**src/rtl/serial_alu.sv**
```systemverilog
// Sliced multi-cycle ALU for the EX stage of the multi-cycle datapath.
// Operands are processed SLICE bits per cycle, LSB first. For arithmetic codes
// the carry is held in a register between slices. Completion is a one-cycle
// Done pulse, and Result/Zero/Overflow hold their values until the next Done.
module serial_alu #(
    parameter int WIDTH = 32,
    parameter int SLICE = 8
) (
    input  logic             clk,
    input  logic             reset,
    input  logic             Start,
    input  logic [2:0]       Operation,
    input  logic [WIDTH-1:0] A,
    input  logic [WIDTH-1:0] B,
    output logic             Busy,
    output logic             Done,
    output logic [WIDTH-1:0] Result,
    output logic             Zero,
    output logic             Overflow
);

    localparam int N  = WIDTH / SLICE;
    localparam int CW = (N > 1) ? $clog2(N) : 1;
    localparam logic [CW-1:0] LAST = CW'(N - 1);

    typedef enum logic {
        IDLE,
        EXEC
    } state_t;

    state_t           r_state;
    logic [WIDTH-1:0] r_a;
    logic [WIDTH-1:0] r_b;
    logic [2:0]       r_op;
    logic [CW-1:0]    r_cnt;
    logic             r_carry;
    logic [WIDTH-1:0] r_acc;
    logic             r_busy;
    logic             r_done;
    logic [WIDTH-1:0] r_result;
    logic             r_zero;
    logic             r_ovf;

    logic [SLICE-1:0] w_aSlice;
    logic [SLICE-1:0] w_bRaw;
    logic [SLICE-1:0] w_bSlice;
    logic [SLICE:0]   w_sum;
    logic [SLICE-1:0] w_slice;
    logic [WIDTH-1:0] w_accNext;
    logic             w_cinMsb;
    logic             w_v;
    logic             w_lastSlice;
    logic [WIDTH-1:0] w_finalRes;
    logic             w_finalOvf;

    // The operand registers shift right every slice, so the active slice always sits in the low bits.
    // For SUB/SLT, B is inverted and the initial carry is 1, which turns the adder into a subtractor.
    assign w_aSlice    = r_a[SLICE-1:0];
    assign w_bRaw      = r_b[SLICE-1:0];
    assign w_bSlice    = w_bRaw ^ {SLICE{r_op[2]}};
    assign w_sum       = {1'b0, w_aSlice} + {1'b0, w_bSlice} + {{SLICE{1'b0}}, r_carry};
    assign w_cinMsb    = w_sum[SLICE-1] ^ w_aSlice[SLICE-1] ^ w_bSlice[SLICE-1];
    assign w_v         = w_cinMsb ^ w_sum[SLICE];
    assign w_lastSlice = (r_cnt == LAST);
    assign w_accNext   = (r_acc >> SLICE) | (WIDTH'(w_slice) << (WIDTH - SLICE));

    // Select the per-slice result for the current operation code.
    always_comb begin
        w_slice = '0;
        case (r_op)
            3'b000:                 w_slice = w_aSlice & w_bRaw;
            3'b001:                 w_slice = w_aSlice | w_bRaw;
            3'b010, 3'b110, 3'b111: w_slice = w_sum[SLICE-1:0];
            default:                w_slice = '0;
        endcase
    end

    // Form the architectural result and overflow from the last slice; undefined codes yield zero.
    always_comb begin
        w_finalRes = '0;
        w_finalOvf = 1'b0;
        case (r_op)
            3'b000, 3'b001: w_finalRes = w_accNext;
            3'b010, 3'b110: begin
                w_finalRes = w_accNext;
                w_finalOvf = w_v;
            end
            3'b111:         w_finalRes = WIDTH'(w_accNext[WIDTH-1] ^ w_v);
            default:        w_finalRes = '0;
        endcase
    end

    // Control FSM: capture operands on Start, run N slices, then publish the result with a Done pulse.
    always_ff @(posedge clk) begin
        if (reset) begin
            r_state  <= IDLE;
            r_a      <= '0;
            r_b      <= '0;
            r_op     <= '0;
            r_cnt    <= '0;
            r_carry  <= 1'b0;
            r_acc    <= '0;
            r_busy   <= 1'b0;
            r_done   <= 1'b0;
            r_result <= '0;
            r_zero   <= 1'b0;
            r_ovf    <= 1'b0;
        end else begin
            case (r_state)
                IDLE: begin
                    r_done <= 1'b0;
                    if (Start) begin
                        r_a     <= A;
                        r_b     <= B;
                        r_op    <= Operation;
                        r_cnt   <= '0;
                        r_carry <= Operation[2];
                        r_acc   <= '0;
                        r_busy  <= 1'b1;
                        r_state <= EXEC;
                    end
                end
                EXEC: begin
                    r_a     <= r_a >> SLICE;
                    r_b     <= r_b >> SLICE;
                    r_carry <= w_sum[SLICE];
                    r_acc   <= w_accNext;
                    r_cnt   <= r_cnt + CW'(1);
                    if (w_lastSlice) begin
                        r_state  <= IDLE;
                        r_busy   <= 1'b0;
                        r_done   <= 1'b1;
                        r_result <= w_finalRes;
                        r_zero   <= (w_finalRes == '0);
                        r_ovf    <= w_finalOvf;
                    end
                end
            endcase
        end
    end

    assign Busy     = r_busy;
    assign Done     = r_done;
    assign Result   = r_result;
    assign Zero     = r_zero;
    assign Overflow = r_ovf;

endmodule

```
**config.mk**
```make
export PLATFORM = sky130hd
export DESIGN_NAME = serial_alu
export DESIGN_NICKNAME = d
export VERILOG_FILES = /design/src/rtl/serial_alu.sv
export SDC_FILE = /design/constraint.sdc
export NUM_CORES = 1
export LEC_CHECK = 0
export ABC_AREA = 1
export ABC_CLOCK_PERIOD_IN_PS = 4750
export BUFFER_PORTS_ARGS = -buffer_cell sky130_fd_sc_hd__clkbuf_2
export CORE_MARGIN = 1.5
export CORE_UTILIZATION = 45
export CTS_CLUSTER_SIZE = 12
export DETAILED_ROUTE_END_ITERATION = 8
export PLACE_DENSITY = 0.75
export RECOVER_POWER = 100
export SETUP_SLACK_MARGIN = 0.3
export SYNTH_ARGS = -nofsm -noshare
export SYNTH_HDL_FRONTEND = slang
export SYNTH_SLANG_ARGS = --single-unit
```
**constraint.sdc**
```tcl
create_clock -name clk -period 4.75 [get_ports clk]
set_input_delay 0.2375 -clock clk [delete_from_list [all_inputs] [get_ports clk]]
set_output_delay 0.2375 -clock clk [all_outputs]
set_load 0.005 [all_outputs]
```
# Word level (Yosys, flattened, before mapping)
# Index checks and enable logic that the tools add are counted.
[classes]
n_reduce_logical = 8
mul = 0
n_mux = 21
magnitude_cmp = 0
n_bitwise = 9
div = 0
eq_ne = 7
shifts = 0
n_addsub = 3
[op_table]
columns = ["op", "count"]
rows = [
  ["$pmux 32 s2", 4],
  ["$mux 32", 3],
  ["$logic_not 32->1", 1],
  ["$or 24x32->32", 1],
  ["$pmux 8 s3", 1],
  ["$add 8x8->9", 1],
  ["$add 9x1->9", 1],
  ["$and 8x8->8", 1],
  ["$or 8x8->8", 1],
  ["$pmux 1 s2", 4],
  ["$xor 8x8->8", 1],
  ["$mux 1", 7],
  ["$eq 3x3->1 const B", 2],
  ["$reduce_and 2->1", 3],
  ["$pmux 2 s2", 1],
  ["$reduce_or 4->1", 1],
  ["$xor 1x1->1", 4],
  ["$eq 3x1->1 const B", 1],
  ["$eq 3x2->1 const B", 1],
  ["$logic_not 3->1", 1],
  ["$reduce_or 3->1", 1],
  ["$add 2x1->2 const B", 1],
  ["$eq 2x2->1 const B", 1],
  ["$mux 2", 1],
  ["other kinds (4)", 4],
]
[totals]
mem_count = 0
register_bits = 139
ram_bits = 0
rom_bits = 0
word_cells = 60
out_inout_bits = 36
in_bits = 70
latchBits = 0

# Depth between registers and ports, before layout
# Gate-level depths: netlist of run 1.
[depth]
ltp_word = 9
ltp_mapped = 17
mapped_depth_nobuf = 15

# Worst setup path before layout of run 1
# Ideal clock, no wire load.
[synth_timing]
kind = "flip-flop to flip-flop"
startpoint = "reg r_op[2]"
endpoint = "reg r_zero, in the netlist Zero"
setup_slack_ns = 2.330
setup_ns = 0.058
synth_period_minus_slack_ns = 2.420
required_time_ns = 4.692
arrival_time_ns = 2.362
stages_incl_launch_ff = 15
path_buffers = 1
cell_sequence = "dfxtp_1 > buf_6 > xor2_1 > fa_1 > fa_1 > or2_2 > nand3_1 > nand3_1 > nand2_1 > nand3_1 > nor2_1 > nand4_1 > nor2_1 > nand3_1 > nand2_1"
[synth_between]
elab_chain_cells = 9
elab_cells_between_ends = 18
classes_between = "2 x add/sub; 4 x eq/ne; 2 x mux; 6 x bitwise; 4 x reduce/logical"
[synth_rtl]
columns = ["element", "line", "source"]
rows = [
  ["from (decl)", "34", "logic [2:0] r_op;"],
  ["from (signal assigned)", "115", "r_op <= Operation;"],
  ["$xor 8x8->8", "60", "assign w_bSlice = w_bRaw ^ {SLICE{r_op[2]}};"],
  ["$add 8x8->9", "61", "assign w_sum = {1'b0, w_aSlice} + {1'b0, w_bSlice} + {{SLICE{1'b0}}, r_carry};"],
  ["$add 9x1->9", "61", ""],
  ["$xor 1x1->1 (2 in series)", "62", "assign w_cinMsb = w_sum[SLICE-1] ^ w_aSlice[SLICE-1] ^ w_bSlice[SLICE-1];"],
  ["$xor 1x1->1", "63", "assign w_v = w_cinMsb ^ w_sum[SLICE];"],
  ["$xor 1x1->1", "88", "3'b111: w_finalRes = WIDTH'(w_accNext[WIDTH-1] ^ w_v);"],
  ["$pmux 32 s2 *", "82", "case (r_op)"],
  ["$logic_not 32->1 *", "134", "r_zero <= (w_finalRes == '0);"],
  ["to (signal assigned)", "134", ""],
  ["to (decl)", "41", "logic r_zero;"],
]
# Every way passes the cells marked *; elsewhere a longest branch is shown, timed or not.
# A chain may end at the register's enable or synchronous reset.

==> results.py, run 1 <==
metrics = {
    "run_status": {
        "status": "finished with violations",
        "failed_checks": "max-capacitance violations, max-slew violations",
    },
    "synthesis": {
        "async_flop_share_pct": 0,
        "synth-edff-count": 0,
        "ys.flop_type": "dfxtp_1",
        "synthMostInstantiatedCell": "nand2_1",
        "synth_mux_area_share_pct": 0,
        "synth_nets": 894,
        "synth_xor_area_share_pct": 1.915,
        "synth.cells.most_frequent": "nand2_1 (286), dfxtp_1 (131), inv_1 (96)",
        "synth-simple-area-share_pct": 26.37,
        "ys_ff_latch": 131,
        "synth_fa_ha_area_share_pct": 2.357,
        "synth_compound_area_share_pct": 15.49,
        "ys.warnings.count": 0,
        "yosysTopAreaCell": "dfxtp_1",
        "synth_top_area_share_pct": 44.12,
        "netlist-cell-type-count": 33,
        "netlist_area_sq_um": 5944,
        "synth_area_leaders": "dfxtp_1 (44%), nand2_1 (18%), inv_1 (6.1%)",
        "synth-seq-area-share_pct": 44.12,
        "synth_top_family_by_area": "simple AND/OR/NAND/NOR gates",
        "syn_area_per_cell_sq_um": 7.303,
        "synth_cells": 814,
    },
    "power": {
        "leakage_nw": 3.492,
        "vdd_drop_max_mv": 0.2212,
        "power.density_nw_per_um2": 382.1,
        "total_power_mw": 2.696,
    },
    "setup_path": {
        "reg2reg_depth": 13,
        "worstReg2RegStart": "r_op[2]$_SDFFE_PP0P_",
        "crit_required_ps": 4960,
        "critPathSlowestCell": "clkbuf_1",
        "critPathLaunchType": "input port",
        "end_kind": "register",
        "path_delay_family": "buffers and inverters",
        "rrSetupSlack_ps": 1830,
        "crit_chain": "clkbuf_2, clkbuf_1, inv_1, buf_4, nand2_1, o32ai_1",
        "cp_slowest_stage_delay_ps": 1630,
        "worst-path-buf-inv": 4,
        "cp.arrival_ps": 3690,
        "cp_num_cells": 6,
        "cp_max_fo": 50,
        "critPathKind": "input port to register",
        "worstReg2RegEnd": "Zero$_SDFFE_PP0P_",
    },
    "global_route": {
        "grt_pass1_wl_um": 24640,
        "grt_overflow": 0,
        "track_usage_pct": 22.02,
        "antenna_found_initial": 0,
        "grt_max_degree": 81,
        "first_global_vias": 4996,
    },
    "clock_tree": {
        "cts_root_buffer": "clkbuf_16",
        "cts_tree": "done",
        "holdBufCountCts": 0,
        "cts_resized": 0,
        "htree_levels": 4,
        "cts_buffers": 17,
        "cts.sinks": 131,
        "clk_latency_ps": 420,
        "clock_path_buffers": 2,
        "clkTransAtPathRegs_ps": 60,
        "post-cts-setup-buffers": 0,
    },
    "floorplanning": {
        "die-area_sq_um": 13910,
        "coreArea_sq_um": 12770,
        "die_x_um": 117.9,
        "ios": 106,
        "initial_core_util_pct": 46.54,
        "die_h_um": 117.9,
        "rows": 41,
    },
    "min_path": {
        "hold_path_startpoint": "A[29]",
        "hold_class": "input port to register",
        "hold_path_end": "r_a[29]$_SDFFE_PP0P_",
        "hold_path_depth": 3,
    },
    "place": {
        "dp.cells": 1051,
        "portBuffers": 105,
        "gp_congestion": 0.8816,
        "dp_hpwl_um": 10100,
    },
    "layout": {
        "drive_above_1_share_pct": 15.60,
        "n_fill_cell": 1226,
        "syn2layout_area_growth_pct": 18.69,
        "final_nets": 978,
        "final_cell_count_no_fill": 1082,
        "diodes": 0,
    },
    "route": {
        "drt-initial-drc-count": 353,
        "postRouteAntennaNets": 0,
        "wl_per_cell_um": 14.12,
        "routed_wl_um": 15280,
        "num_vias": 5569,
        "avgViaCountPerCell": 5.147,
        "dr.pass1.iters": 5,
        "drc": 0,
    },
    "timing": {
        "min_period_ps": 3485,
        "finalCritPeriodShare_pct": 73.37,
        "fin_tns_setup_ps": 0,
        "max_freq_mhz": 286.9,
        "drv_slew": 193,
        "tightest_slew_ps": 2308,
        "whs_ps": 41.42,
        "setup_violations": 0,
        "rsz0062_at_grt": "no",
        "finalHoldViolCount": 0,
        "max_slew_margin_pct": -53.89,
        "skew_ps": 8.752,
    },
    "job": {
        "maxCapViolations": 3,
    },
}
## cell type report
cell class,count,area [sq um],share of cell area (%)
repair buffers,111,551.8,7.821
multi-input cells,541,2750,38.98
clock inverters,8,77.57,1.099
well taps,172,215.2,3.050
flip-flops and latches,131,2623,37.17
clock buffers,23,478.0,6.774
inverters,96,360.3,5.107
## layout by cell type, fill, tap and decap left out, types with 17 or more instances in the layout
master / count
inv_1: 96
nand2_1: 286
clkbuf_2: 99
dfxtp_1: 131
nor2_1: 29
clkbuf_16: 17
o21ai_0: 21
a21oi_1: 38
a22oi_1: 32
nand3_1: 58
a32o_1: 22
## through the flow
step                area [sq um]  setup slack (ps)  util (%)
floorplan                   5944              2330         -
global placement            6523              1902     51.06
detailed placement          6523              1857     51.06
CTS                         7078              1837     55.41
global route                7056             990.8     55.24
finish                      7056              1265     55.24
## worst register-to-register path, stage by stage (launching register included)
cell and delay (ps):
dfxtp_1 740, xor2_1 170, fa_1 450, fa_1 440
or2_2 290, nand3_1 80, nand3_1 110, nand2_1 90
nand3_1 100, nor2_1 110, nand4_1 80, nor2_1 90
nand3_1 70, nand2_1 60
## worst max-delay path by stage
stage                              start                      to  slack, ps
floorplan           r_op[2]$_SDFFE_PP0P_       Zero$_SDFFE_PP0P_       2330
global placement    r_op[2]$_SDFFE_PP0P_       Zero$_SDFFE_PP0P_       1900
detailed placement  r_op[2]$_SDFFE_PP0P_       Zero$_SDFFE_PP0P_       1860
CTS                 r_op[2]$_SDFFE_PP0P_       Zero$_SDFFE_PP0P_       1840
global route                       reset  r_acc[11]$_SDFFE_PP0P_        990
finish                             reset  r_acc[17]$_SDFFE_PP0P_       1260
## registers in the layout, summed over array words and instances, names as in the netlist
name and count:
Result 32, r_b 32, Overflow 1, r_acc 24, Done 1, r_a 32, Zero 1, r_carry 1
r_state 1, r_op 3, r_cnt 2, Busy 1
## where the power goes
part           leakage (nW)  internal, mW  switching, mW  total, mW
Sequential             1.07          1.14         0.0379       1.18
Clock                 0.269         0.757          0.484       1.24
Combinational          2.16        0.0989          0.181      0.279
## kinds of logic after synthesis
| logic type | after synthesis |
|---|---|
| adder cells (fa/ha/maj) | 10 |
| AND/OR/NAND/NOR | 388 |
| AO/OA/AOI/OAI | 133 |
| XOR/XNOR | 10 |
| flip-flops | 131 |
| buffers and inverters | 142 |
## per-layer routing
layer  track usage, %  wire [um]
met5                0          0
met4            7.393        198
met3            4.893        922
met2            34.47       6904
met1            30.04       7257
Power figures use the tool's default switching activity.
==> run 2: changes to the inputs <==
--- a/config.mk
+++ b/config.mk
@@ -5,14 +5,14 @@
 export SDC_FILE = /design/constraint.sdc
 export NUM_CORES = 1
 export LEC_CHECK = 0
-export ABC_AREA = 1
-export ABC_CLOCK_PERIOD_IN_PS = 4750
+export ABC_AREA = 0
+export ABC_CLOCK_PERIOD_IN_PS = 2790
 export BUFFER_PORTS_ARGS = -buffer_cell sky130_fd_sc_hd__clkbuf_2
 export CORE_MARGIN = 1.5
 export CORE_UTILIZATION = 45
 export CTS_CLUSTER_SIZE = 12
 export DETAILED_ROUTE_END_ITERATION = 8
-export PLACE_DENSITY = 0.75
+export PLACE_DENSITY = 0.77
 export RECOVER_POWER = 100
 export SETUP_SLACK_MARGIN = 0.3
 export SYNTH_ARGS = -nofsm -noshare
==> constraint.sdc (replaced) <==
create_clock -name clk -period 2.79 [get_ports clk]
set_input_delay 0.1395 -clock clk [delete_from_list [all_inputs] [get_ports clk]]
set_output_delay 0.1395 -clock clk [all_outputs]
set_load 0.005 [all_outputs]
==> run 2 against run 1 <==
The run now ends clean. Combinational power rose by 97%. Worst hold slack got worse by 34 ps. Final area rose by 3.9%. Core utilization rose by 5.3 points. Register-to-register slack got worse by 1700 ps. Synthesized cell count fell by 26%. Sequential cell count did not move. Critical endpoint is now Zero$_SDFFE_PP0P_.
==> results.py, run 2 <==
metrics = {
    "run_status": {
        "status": "completed",
    },
    "floorplanning": {
        "die_x_um": 115.0,
        "die_h_um": 115.0,
        "coreArea_sq_um": 12110,
        "initial_core_util_pct": 46.60,
        "die-area_sq_um": 13220,
        "rows": 40,
        "ios": 106,
    },
    "job": {
        "maxCapViolations": 0,
    },
    "timing": {
        "finalHoldViolCount": 0,
        "tightest_slew_ps": 1223,
        "finalCritPeriodShare_pct": 94.73,
        "rsz0062_at_grt": "yes",
        "skew_ps": 9.221,
        "min_period_ps": 2643,
        "drv_slew": 0,
        "setup_violations": 0,
        "fin_ws_ps": 146.9,
        "fin_tns_setup_ps": 0,
        "max_slew_margin_pct": 18.32,
        "max_freq_mhz": 378.3,
    },
    "route": {
        "drc": 0,
        "routed_wl_um": 14980,
        "num_vias": 4867,
        "postRouteAntennaNets": 0,
        "drt-initial-drc-count": 248,
        "avgViaCountPerCell": 5.372,
        "dr.pass1.iters": 5,
        "wl_per_cell_um": 16.54,
    },
    "place": {
        "pre_cts_ws_ps": 57.22,
        "portBuffers": 105,
        "gp_congestion": 0.8733,
        "dp_hpwl_um": 10100,
    },
    "setup_path": {
        "critPathLaunchType": "register",
        "worst-path-buf-inv": 3,
        "crit_required_ps": 3130,
        "critPathKind": "register to register",
        "crit_chain": "xor2_2, fa_2, fa_2, buf_4, buf_6, xor2_2, a32oi_2, inv_2, nor4_2, o221ai_2, o31ai_2",
        "cp.arrival_ps": 2980,
        "cp_max_fo": 5,
        "end_kind": "register",
        "path_delay_family": "adder cells",
        "cp_slowest_stage_delay_ps": 380,
        "critPathSlowestCell": "dfxtp_4",
    },
    "global_route": {
        "track_usage_pct": 23.23,
        "grt_max_degree": 58,
        "antenna_found_initial": 0,
        "grt_pass1_wl_um": 23650,
        "grt_overflow": 0,
        "first_global_vias": 4750,
    },
    "power": {
        "combPwrFrac_pct": 10.7,
        "p_sw_share_pct": 22.35,
        "leakage_nw": 3.264,
        "vdd_drop_max_mv": 0.5767,
        "power.density_nw_per_um2": 703.1,
        "power.sequential.fraction_pct": 38.7,
        "p_int_mw": 4.003,
        "switchingPower_mw": 1.152,
        "p_clk_share_pct": 50.6,
        "total_power_mw": 5.155,
    },
    "synthesis": {
        "netlist_area_sq_um": 5644,
        "netlist-cell-type-count": 52,
        "synth_top_area_share_pct": 46.46,
        "async_flop_share_pct": 0,
        "syn_area_per_cell_sq_um": 9.329,
        "ys_ff_latch": 131,
        "yosysTopAreaCell": "dfxtp_1",
        "synth_cells": 605,
        "ys.flop_type": "dfxtp_1",
        "ys.warnings.count": 0,
        "synth.cells.most_frequent": "dfxtp_1 (131), nor2_1 (131), mux2i_1 (67)",
        "synth-seq-area-share_pct": 46.46,
        "synth-edff-count": 0,
        "synth_nets": 685,
        "synth_area_leaders": "dfxtp_1 (46%), mux2i_1 (12%), nor2_1 (8.7%)",
    },
    "clock_tree": {
        "cts_root_buffer": "clkbuf_16",
        "htree_levels": 4,
        "cts.sinks": 131,
        "clk_latency_ps": 420,
        "clock_path_buffers": 2,
        "clkTransAtPathRegs_ps": 60,
        "cts_buffers": 17,
        "cts_tree": "done",
    },
    "min_path": {
        "hold_class": "input port to register",
    },
    "layout": {
        "final_common_cell": "nor2_1",
        "n_fill_cell": 1045,
        "final_nets": 806,
        "syn2layout_area_growth_pct": 29.90,
        "layout_common_cells": "nor2_1 (131), dfxtp_1 (127), clkbuf_2 (86)",
        "drive_above_1_share_pct": 22.09,
        "diodes": 0,
    },
}
[run 2: logic make-up (layout without fill, tap and decap cells)]
group           after synthesis  in the layout  share of synthesized area [%]
xor+xnor                     14             14                          2.416
buf+inv                      46            179                          3.392
mux                          67             67                          11.88
simple gates                184            184                          13.90
fa+ha+maj                    18             18                          3.902
compound gates              145            145                          18.05
flops                       131            131                          46.46
[run 2: final cells by class]
type / count / area, sq um / area share, %
Clock inverter: 8 / 193.9 / 2.645
Sequential cell: 131 / 2630 / 35.87
Timing Repair Buffer: 145 / 855.8 / 11.67
Tap cell: 168 / 210.2 / 2.867
Clock buffer: 23 / 508.0 / 6.928
Multi-Input combinational cell: 428 / 2923 / 39.86
Inverter: 3 / 11.26 / 0.1536
[run 2: worst paths after layout]
kind | start | to | slack (ps) | cells after the start
max | r_op[2]$_SDFFE_PP0P_ | Zero$_SDFFE_PP0P_ | 150 | 11
max reg2reg | r_op[2]$_SDFFE_PP0P_ | Zero$_SDFFE_PP0P_ | 150 | 11
min reg2reg | Result[21]$_SDFFE_PP0P_ | Result[21]$_SDFFE_PP0P_ | 460 | 2
min | Operation[2] | r_op[2]$_SDFFE_PP0P_ | 7 | 3
[run 2: through the flow]
step | util, % | cell area (sq um) | std cells | hold slack (ps)
after floorplan | - | 5658 | 605 | 278.1
after global placement | 52.20 | 6322 | 847 | 376.1
after detailed placement | 52.20 | 6322 | 847 | 379.9
after CTS | 59.80 | 7243 | 898 | 5.334
after global routing | 60.54 | 7332 | 906 | 30.21
final | 60.54 | 7332 | 906 | 6.975
[run 2: tightest hold or removal path: cells and delay by family]
| family | cells | cell delay [ps] |
|---|---|---|
| buffers and inverters | 1 | 100 |
| and+or+nand+nor | 1 | 90 |
| AOI/OAI and AO/OA | 1 | 60 |
[run 2: metal layers]
| metal | vias to the layer above | GRT usage (%) | wire length [um] |
|---|---|---|---|
| li1 | 2389 | - | - |
| met2 | 132 | 40.04 | 7526 |
| met1 | 2325 | 27.08 | 6351 |
| met4 | 0 | 9.547 | 271 |
| met5 | - | 0 | 0 |
| met3 | 21 | 6.800 | 832 |
[run 2: power by group through the flow]
stage | registers, mW | clock network (mW) | logic, mW
after floorplan | 2.01 | 0 | 0.361
after global placement | 2.03 | 0 | 0.474
after detailed placement | 2.03 | 0 | 0.490
after CTS | 1.99 | 2.64 | 0.519
after global routing | 2.00 | 2.72 | 0.607
final | 2.00 | 2.61 | 0.550
[run 2: repair_timing]
action,in CTS,in global routing
hold buffers,18,0
pin swaps,5,17
endpoints found under the hold margin,18,0
endpoints found under the setup margin,9,7
setup buffers,2,8
gates resized for setup,6,15
